### config.mk
export PLATFORM = sky130hd
export DESIGN_NAME = brcomp_pipe
export DESIGN_NICKNAME = d
export VERILOG_FILES = /design/src/rtl/brcomp_pipe.sv
export SDC_FILE = /design/constraint.sdc
export NUM_CORES = 1
export LEC_CHECK = 0
export BUFFER_PORTS_ARGS = -buffer_cell sky130_fd_sc_hd__buf_4
export CELL_PAD_IN_SITES_DETAIL_PLACEMENT = 2
export CELL_PAD_IN_SITES_GLOBAL_PLACEMENT = 2
export CORE_ASPECT_RATIO = 0.9
export CORE_UTILIZATION = 21
export CTS_BUF_LIST = sky130_fd_sc_hd__clkbuf_8
export DETAILED_ROUTE_END_ITERATION = 7
export GPL_ROUTABILITY_DRIVEN = 0
export PLACE_DENSITY = 0.78
export SETUP_SLACK_MARGIN = 0.1
export SLEW_MARGIN = 20
export SYNTH_ARGS = -nofsm -noshare
export SYNTH_HDL_FRONTEND = slang
export SYNTH_SLANG_ARGS = --single-unit
### constraint.sdc
create_clock -name clk_i -period 3.06 [get_ports clk_i]
set_clock_uncertainty 0.2 [all_clocks]
set_input_delay 0.612 -clock clk_i [delete_from_list [all_inputs] [get_ports clk_i]]
set_output_delay 0.612 -clock clk_i [all_outputs]
set_load 0.02 [all_outputs]
### src/rtl/brcomp_pipe.sv
// Pipelined branch comparator: registered less/equal flags, taken decision and mispredict flag.
// Define BRCOMP_STATS_EN to add saturating branch and mispredict counters on the output stage.
module brcomp_pipe #(
    parameter int DATA_WIDTH    = 32,
    parameter bit SPLIT_COMPARE = 1'b0
) (
    input  logic                  clk_i,
    input  logic                  rst_i,
    input  logic                  valid_i,
    input  logic                  stall_i,
    input  logic                  flush_i,
    input  logic [DATA_WIDTH-1:0] rs1_data_i,
    input  logic [DATA_WIDTH-1:0] rs2_data_i,
    input  logic                  br_unsigned_i,
    input  logic                  is_branch_i,
    input  logic [2:0]            funct3_i,
    input  logic                  pred_taken_i,
    output logic                  valid_o,
    output logic                  br_less_o,
    output logic                  br_equal_o,
    output logic                  br_taken_o,
    output logic                  mispred_o
`ifdef BRCOMP_STATS_EN
    ,
    output logic [31:0]           br_count_o,
    output logic [31:0]           mispred_count_o
`endif
);

    localparam int H = DATA_WIDTH / 2;

    function automatic logic decode_taken(input logic [2:0] f3, input logic eq, input logic lt);
        case (f3)
            3'b000:  decode_taken = eq;
            3'b001:  decode_taken = !eq;
            3'b100:  decode_taken = lt;
            3'b101:  decode_taken = !lt;
            3'b110:  decode_taken = lt;
            3'b111:  decode_taken = !lt;
            default: decode_taken = 1'b0;
        endcase
    endfunction

    // Inputs to the final register stage, produced by whichever front end is built.
    logic       nxt_valid;
    logic       nxt_eq;
    logic       nxt_lt;
    logic [2:0] nxt_funct3;
    logic       nxt_branch;
    logic       nxt_pred;

    generate
        if (SPLIT_COMPARE) begin : g_split
            logic [H-1:0] a_hi, b_hi, a_lo, b_lo;
            logic         hi_lt_c;
            logic         s1_valid, s1_hi_eq, s1_hi_lt, s1_lo_eq, s1_lo_lt;
            logic         s1_branch, s1_pred;
            logic [2:0]   s1_funct3;

            assign a_hi = rs1_data_i[DATA_WIDTH-1:H];
            assign b_hi = rs2_data_i[DATA_WIDTH-1:H];
            assign a_lo = rs1_data_i[H-1:0];
            assign b_lo = rs2_data_i[H-1:0];

            // Signed rule applies to the upper half only; the lower half is always magnitude.
            always_comb begin
                if (!br_unsigned_i && (a_hi[H-1] != b_hi[H-1])) hi_lt_c = a_hi[H-1];
                else                                            hi_lt_c = (a_hi < b_hi);
            end

            always_ff @(posedge clk_i) begin
                if (rst_i) begin
                    s1_valid  <= 1'b0;
                    s1_hi_eq  <= 1'b0;
                    s1_hi_lt  <= 1'b0;
                    s1_lo_eq  <= 1'b0;
                    s1_lo_lt  <= 1'b0;
                    s1_branch <= 1'b0;
                    s1_pred   <= 1'b0;
                    s1_funct3 <= 3'b000;
                end else if (flush_i) begin
                    s1_valid  <= 1'b0;
                end else if (!stall_i) begin
                    s1_valid  <= valid_i;
                    s1_hi_eq  <= (a_hi == b_hi);
                    s1_hi_lt  <= hi_lt_c;
                    s1_lo_eq  <= (a_lo == b_lo);
                    s1_lo_lt  <= (a_lo < b_lo);
                    s1_branch <= is_branch_i;
                    s1_pred   <= pred_taken_i;
                    s1_funct3 <= funct3_i;
                end
            end

            assign nxt_valid  = s1_valid;
            assign nxt_eq     = s1_hi_eq & s1_lo_eq;
            assign nxt_lt     = s1_hi_lt | (s1_hi_eq & s1_lo_lt);
            assign nxt_funct3 = s1_funct3;
            assign nxt_branch = s1_branch;
            assign nxt_pred   = s1_pred;
        end else begin : g_single
            logic full_lt;

            // Same-sign words compare correctly as unsigned, including negative pairs.
            always_comb begin
                if (!br_unsigned_i && (rs1_data_i[DATA_WIDTH-1] != rs2_data_i[DATA_WIDTH-1]))
                    full_lt = rs1_data_i[DATA_WIDTH-1];
                else
                    full_lt = (rs1_data_i < rs2_data_i);
            end

            assign nxt_valid  = valid_i;
            assign nxt_eq     = (rs1_data_i == rs2_data_i);
            assign nxt_lt     = full_lt;
            assign nxt_funct3 = funct3_i;
            assign nxt_branch = is_branch_i;
            assign nxt_pred   = pred_taken_i;
        end
    endgenerate

    logic nxt_taken;
    logic out_valid, out_lt, out_eq, out_taken, out_mispred, out_branch;

    assign nxt_taken = nxt_branch & decode_taken(nxt_funct3, nxt_eq, nxt_lt);

    always_ff @(posedge clk_i) begin
        if (rst_i) begin
            out_valid   <= 1'b0;
            out_lt      <= 1'b0;
            out_eq      <= 1'b0;
            out_taken   <= 1'b0;
            out_mispred <= 1'b0;
            out_branch  <= 1'b0;
        end else if (flush_i) begin
            out_valid   <= 1'b0;
        end else if (!stall_i) begin
            out_valid   <= nxt_valid;
            out_lt      <= nxt_lt;
            out_eq      <= nxt_eq;
            out_taken   <= nxt_taken;
            out_mispred <= nxt_branch & (nxt_taken ^ nxt_pred);
            out_branch  <= nxt_branch;
        end
    end

    assign valid_o    = out_valid;
    assign br_less_o  = out_valid & out_lt;
    assign br_equal_o = out_valid & out_eq;
    assign br_taken_o = out_valid & out_taken;
    assign mispred_o  = out_valid & out_mispred;

`ifdef BRCOMP_STATS_EN
    logic [31:0] br_cnt, mis_cnt;

    // A result is counted on the edge where it leaves the output register.
    always_ff @(posedge clk_i) begin
        if (rst_i) begin
            br_cnt  <= 32'd0;
            mis_cnt <= 32'd0;
        end else if (!stall_i && out_valid && out_branch) begin
            if (br_cnt != 32'hFFFF_FFFF)                  br_cnt  <= br_cnt + 32'd1;
            if (out_mispred && mis_cnt != 32'hFFFF_FFFF) mis_cnt <= mis_cnt + 32'd1;
        end
    end

    assign br_count_o      = br_cnt;
    assign mispred_count_o = mis_cnt;
`endif

endmodule
==> impl_metrics.env, run 1 <==
export IMPL_cts_max_level=1
export IMPL_grt_overflow=0
export IMPL_ff2ff_path_depth=2
export IMPL_use_met3_pct=2.64
export IMPL_postCtsHoldBufs=0
export IMPL_worst_path_max_delay_cell="ha_1"
export IMPL_min_period_ns=2.72
export IMPL_hold_violations=0
export IMPL_syn_cell_area_mm2=0.00115
export IMPL_fp_dieW_um=80.2
export IMPL_fmax_mhz=368
export IMPL_yosysWarnings=0
export IMPL_cts_resized=0
export IMPL_grt_max_degree=8
export IMPL_cts_sinks=5
export IMPL_crit_arrival_ns=2.65
export IMPL_cp_end_kind="flop"
export IMPL_vdd_drop_max_mv=0.143
export IMPL_syn_avg_cell_area_um2=7.45
export IMPL_clock_latency_ns=0.22
export IMPL_slew_violations=0
export IMPL_vias_per_cell=4.70
export IMPL_antenna_found_initial=0
export IMPL_crit_family="simple AND/OR/NAND/NOR gates"
export IMPL_seq_area_frac_synth_pct=8.67
export IMPL_clk_pin_slew_ns=0.04
export IMPL_ys_ff_latch=5
export IMPL_fill_cells=644
export IMPL_multi_input_area_um2=923
export IMPL_critical_path_cell_chain="buf_4, ha_1, nand4_1, nor2_1, nand4_2, nor4b_4, xnor2_1, o311ai_2, or2_1, o311ai_1"
export IMPL_cp_num_buf_inv=1
export IMPL_ys_flop_type="dfxtp_1"
export IMPL_synth_top_area_share_pct=34.7
export IMPL_async_reset_ff_share_pct=0
export IMPL_root_buffer="clkbuf_8"
export IMPL_drive_above_1_share_pct=38.7
export IMPL_synth_commonest_cells="inv_1, ha_1, a21oi_1"
export IMPL_drt_iter0_drc=31
export IMPL_finalSetupViolCount=0
export IMPL_path_depth=10
export IMPL_synth_most_common_cell="inv_1"
export IMPL_leakagePower_nw=1.05
export IMPL_cts_tree="yes"
export IMPL_hold_class="flop to flop"
export IMPL_diodes=0
export IMPL_ios=80
export IMPL_startpoint_type="input pin"
export IMPL_rsz0062_at_grt="false"
export IMPL_grtUsageMet1_pct=13.9
export IMPL_core_area_mm2=0.00529
export IMPL_yosysTopAreaCell="ha_1"
export IMPL_fin_hold_ws_ns=0.268
export IMPL_synth_cells=155
export IMPL_grt_pass1_wl_um=6090
export IMPL_first_pass_iters=2
export IMPL_fp_dieArea_mm2=0.00580
export IMPL_rows=25
export IMPL_seq_area_um2=100
export IMPL_maxCapViolCount=0
export IMPL_grt_pass1_vias=1545
export IMPL_power_density_mw_per_mm2=205
export IMPL_syn_to_final_growth_pct=62.5
export IMPL_ys_types=37
export IMPL_start_util_pct=21.8
export IMPL_routedWlPerCell_um=11.8
export IMPL_io_buffers=79
export IMPL_ant_nets=0
export IMPL_outcome="finished, final reports clean"
export IMPL_final_nets=346
export IMPL_synth_area_leaders="ha_1, inv_1, dfxtp_1"
export IMPL_crit_type="input pin to flop"
export IMPL_die_y_um=72.4
export IMPL_min_period_over_period_pct=88.9
export IMPL_cp_max_fo=5
export IMPL_wl_um=3600
export IMPL_track_usage_pct=13.0
export IMPL_hold_depth=2
export IMPL_clock_path_buffers=2
export IMPL_tns_ns=0
export IMPL_vias=1435
export IMPL_grt_most_used_layer="met2"
export IMPL_dp_hpwl_um=3380
export IMPL_drc=0
export IMPL_syn_nets=262
export IMPL_cp_data_required_time_ns=2.99
export IMPL_post_cts_buffers=0
export IMPL_met2_usage_pct=25.7
export IMPL_worstMarginPinSlew_ns=0.501
export IMPL_synth_edff_count=0
export IMPL_cts_buffers=3
export IMPL_max_slew_margin_pct=66.5
export IMPL_cpPeakStageDelay_ns=0.34
[sequential cells by signal (all words and copies together), names as in the netlist]
| name | count |
|---|---|
| valid_o | 1 |
| out_taken | 1 |
| out_lt | 1 |
| out_mispred | 1 |
| out_eq | 1 |
[through the flow]
step | total power [mW] | util [%] | std cells | worst slack [ns] | area [µm²]
finish | 0.385 | 35.5 | 305 | 0.340 | 1880
global route | 0.422 | 35.5 | 305 | 0.179 | 1880
CTS | 0.394 | 35.5 | 305 | 0.307 | 1880
detailed placement | 0.273 | 34.7 | 301 | 0.0613 | 1830
global placement | 0.265 | 34.7 | 301 | 0.116 | 1830
floorplan | 0.164 | - | 155 | 0.417 | 1150
[per-layer routing]
metal  up-vias  wire length (µm)
li1        711                 -
met1       671              1420
met2        49              1910
met3         4               228
met4         0                42
met5         -                 0
[worst paths after layout]
kind / startpoint / endpoint / slack (ns)
max: rs1_data_i[31] / out_mispred / 0.34
min: out_eq / out_eq / 0.27
max reg2reg: out_mispred / out_mispred / 1.94
min reg2reg: out_eq / out_eq / 0.27
[cell type report]
cell class | count | area share, %
sequential | 5 | 5.33
inverter | 35 | 7.00
tap | 67 | 4.47
timing repair buffer | 79 | 31.6
multi-input combinational | 115 | 49.2
clock buffer | 3 | 2.20
clock inverter | 1 | 0.200
[worst min-delay path: stages (launching register included)]
cell     delay (ns)
dfxtp_1        0.29
o21ai_0        0.07
a21oi_1        0.06
[logic make-up (layout without fill, tap and decap cells)]
family,after synthesis,in the layout,share of synthesized area (%)
and+or+nand+nor,45,45,23.7
AOI/OAI and AO/OA,36,36,19.9
adders and majority gates,32,32,34.7
muxes,1,1,0.867
xor gates and xnor gates,1,1,0.759
buffers and inverters,35,118,11.4
DFF,5,5,8.67
[placed cells by master, fill, tap and decap left out, types with 2 or more instances in the layout]
master / netlist / final
and2_1: 4 / 4
nand4_1: 4 / 4
dfxtp_1: 5 / 5
ha_1: 32 / 32
nor2_1: 6 / 6
buf_4: 0 / 79
nor3_1: 2 / 2
nand3_1: 3 / 3
o21ai_0: 6 / 6
inv_1: 35 / 36
o21ai_1: 3 / 3
a21oi_1: 16 / 16
clkbuf_8: 0 / 3
nand2_1: 14 / 14
[report_power, final]
part | leakage (nW) | internal (mW) | switching, mW
clock network | 0.0269 | 0.0859 | 0.0317
registers | 0.0407 | 0.0680 | 0.00149
logic | 0.984 | 0.113 | 0.0853
total | 1.05 | 0.267 | 0.118
No activity file was read; power rests on OpenSTA's default activity.
==> run 2: changes to the inputs <==
--- a/config.mk
+++ b/config.mk
@@ -13,7 +13,7 @@
 export CTS_BUF_LIST = sky130_fd_sc_hd__clkbuf_8
 export DETAILED_ROUTE_END_ITERATION = 7
 export GPL_ROUTABILITY_DRIVEN = 0
-export PLACE_DENSITY = 0.78
+export PLACE_DENSITY = 0.79
 export SETUP_SLACK_MARGIN = 0.1
 export SLEW_MARGIN = 20
 export SYNTH_ARGS = -nofsm -noshare
==> run 2 against run 1 <==
Clock-buffer cell count did not move. Critical endpoint unchanged. Largest cell class unchanged. Highest routed layer unchanged. Hold slack improved by 0.020 ns. Power rose by 0.55%. First-iteration DRC count shrank 39%. Largest power group unchanged.
==> impl_metrics.env, run 2 (synthesis gave the netlist of run 1 again) <==
export IMPL_rows=25
export IMPL_power_density_mw_per_mm2=206
export IMPL_cts_sinks=5
export IMPL_hold_class="flop to flop"
export IMPL_grt_overflow=0
export IMPL_clock_latency_ns=0.22
export IMPL_cp_end_kind="flop"
export IMPL_cp_num_buf_inv=1
export IMPL_first_pass_iters=3
export IMPL_cts_max_level=1
export IMPL_clock_path_buffers=2
export IMPL_vdd_drop_max_mv=0.127
export IMPL_finalSetupViolCount=0
export IMPL_rsz0062_at_grt="false"
export IMPL_grt_pass1_wl_um=6020
export IMPL_post_route_util_pct=35.6
export IMPL_core_area_mm2=0.00529
export IMPL_worstMarginPinSlew_ns=0.483
export IMPL_drc=0
export IMPL_crit_family="compound AO/OA/AOI/OAI gates"
export IMPL_start_util_pct=21.8
export IMPL_final_nets=346
export IMPL_power_frac_seq_pct=17.9
export IMPL_outcome="finished, final reports clean"
export IMPL_clk_pin_slew_ns=0.04
export IMPL_sw_frac_of_total_pct=31.0
export IMPL_drt_iter0_drc=19
export IMPL_worst_path_max_delay_cell="or4_1"
export IMPL_layout_commonest_cell="buf_4"
export IMPL_ant_nets=0
export IMPL_antenna_found_initial=0
export IMPL_vias=1417
export IMPL_post_cts_buffers=0
export IMPL_dp_hpwl_um=3420
export IMPL_hold_violations=0
export IMPL_crit_type="input pin to flop"
export IMPL_min_period_ns=2.75
export IMPL_root_buffer="clkbuf_8"
export IMPL_fp_dieW_um=80.2
export IMPL_die_y_um=72.4
export IMPL_layout_common_cells="buf_4, inv_1, ha_1, a21oi_1, nand2_1"
export IMPL_maxCapViolCount=0
export IMPL_slew_violations=0
export IMPL_diodes=0
export IMPL_cp_data_required_time_ns=2.95
export IMPL_min_period_over_period_pct=89.8
export IMPL_cts_resized=0
export IMPL_cp_max_fo=3
export IMPL_drive_above_1_share_pct=39.1
export IMPL_fp_dieArea_mm2=0.00580
export IMPL_startpoint_type="input pin"
export IMPL_crit_arrival_ns=2.64
export IMPL_fmax_mhz=364
export IMPL_critical_path_cell_chain="buf_4, ha_1, a21oi_1, o21ai_0, a211oi_1, o31ai_1, or4_1, o21ai_1, or2_1, o311ai_1"
export IMPL_tns_ns=0
export IMPL_cts_tree="yes"
export IMPL_leakagePower_nw=1.05
export IMPL_io_buffers=79
export IMPL_track_usage_pct=13.1
export IMPL_grt_max_degree=8
export IMPL_p_comb_share_pct=51.7
export IMPL_fill_cells=655
export IMPL_wl_um=3700
export IMPL_syn_to_final_growth_pct=63.1
export IMPL_intPower_uw=267
export IMPL_cpPeakStageDelay_ns=0.53
export IMPL_fin_hold_ws_ns=0.288
export IMPL_grt_pass1_vias=1455
export IMPL_cts_buffers=3
export IMPL_postCtsHoldBufs=0
export IMPL_power_share_clock_pct=30.4
export IMPL_routedWlPerCell_um=12.1
export IMPL_vias_per_cell=4.65
export IMPL_max_slew_margin_pct=67.7
export IMPL_ios=80
export IMPL_p_sw_uw=120
==> run 2: worst paths after layout <==
path,startpoint,end,slack (ns),cells past startpoint
hold reg to reg,out_taken,out_taken,0.29,2
hold / removal,out_taken,out_taken,0.29,2
setup reg to reg,out_mispred,out_mispred,1.93,2
setup / recovery,rs1_data_i[27],out_mispred,0.31,10
==> run 2: worst min-delay path: cells and delay by family, from the launching register on <==
family,cells,cell delay [ns]
AOI/OAI and AO/OA,2,0.15
DFF,1,0.29
==> run 2: power groups by stage <==
stage / logic, mW / clock network [mW] / registers (mW)
6_report: 0.200 / 0.118 / 0.0693
5_1_grt: 0.228 / 0.125 / 0.0695
4_1_cts: 0.204 / 0.121 / 0.0693
3_5_place_dp: 0.203 / 0 / 0.0702
3_3_place_gp: 0.194 / 0 / 0.0702
2_1_floorplan: 0.0941 / 0 / 0.0703
==> run 2: per-stage QoR <==
| step | worst slack, ns | power (mW) | instances | cell area, µm² |
|---|---|---|---|---|
| 6_report | 0.313 | 0.387 | 305 | 1880 |
| 5_1_grt | 0.152 | 0.423 | 305 | 1880 |
| 4_1_cts | 0.279 | 0.395 | 305 | 1880 |
| 3_5_place_dp | 0.0374 | 0.273 | 301 | 1830 |
| 3_3_place_gp | 0.127 | 0.264 | 301 | 1830 |
| 2_1_floorplan | 0.417 | 0.164 | 155 | 1150 |
==> run 2: routing by layer <==
metal	track usage, %	share of wire (%)	vias to the layer above	wire length (µm)
li1	-	-	709	-
met1	13.2	38	657	1390
met2	27.1	55	47	2030
met3	2.39	6.1	4	224
met4	3.17	1.4	0	50
met5	0	0	-	0
==> run 2: layout make-up <==
type | count | area (µm²) | area share, %
clock buffers | 3 | 41.3 | 2.19
repair buffers | 79 | 593 | 31.5
inverters | 35 | 131 | 6.98
well taps | 67 | 83.8 | 4.45
clock inverters | 1 | 3.75 | 0.199
flip-flops and latches | 5 | 100 | 5.32
multi-input cells | 115 | 930 | 49.4
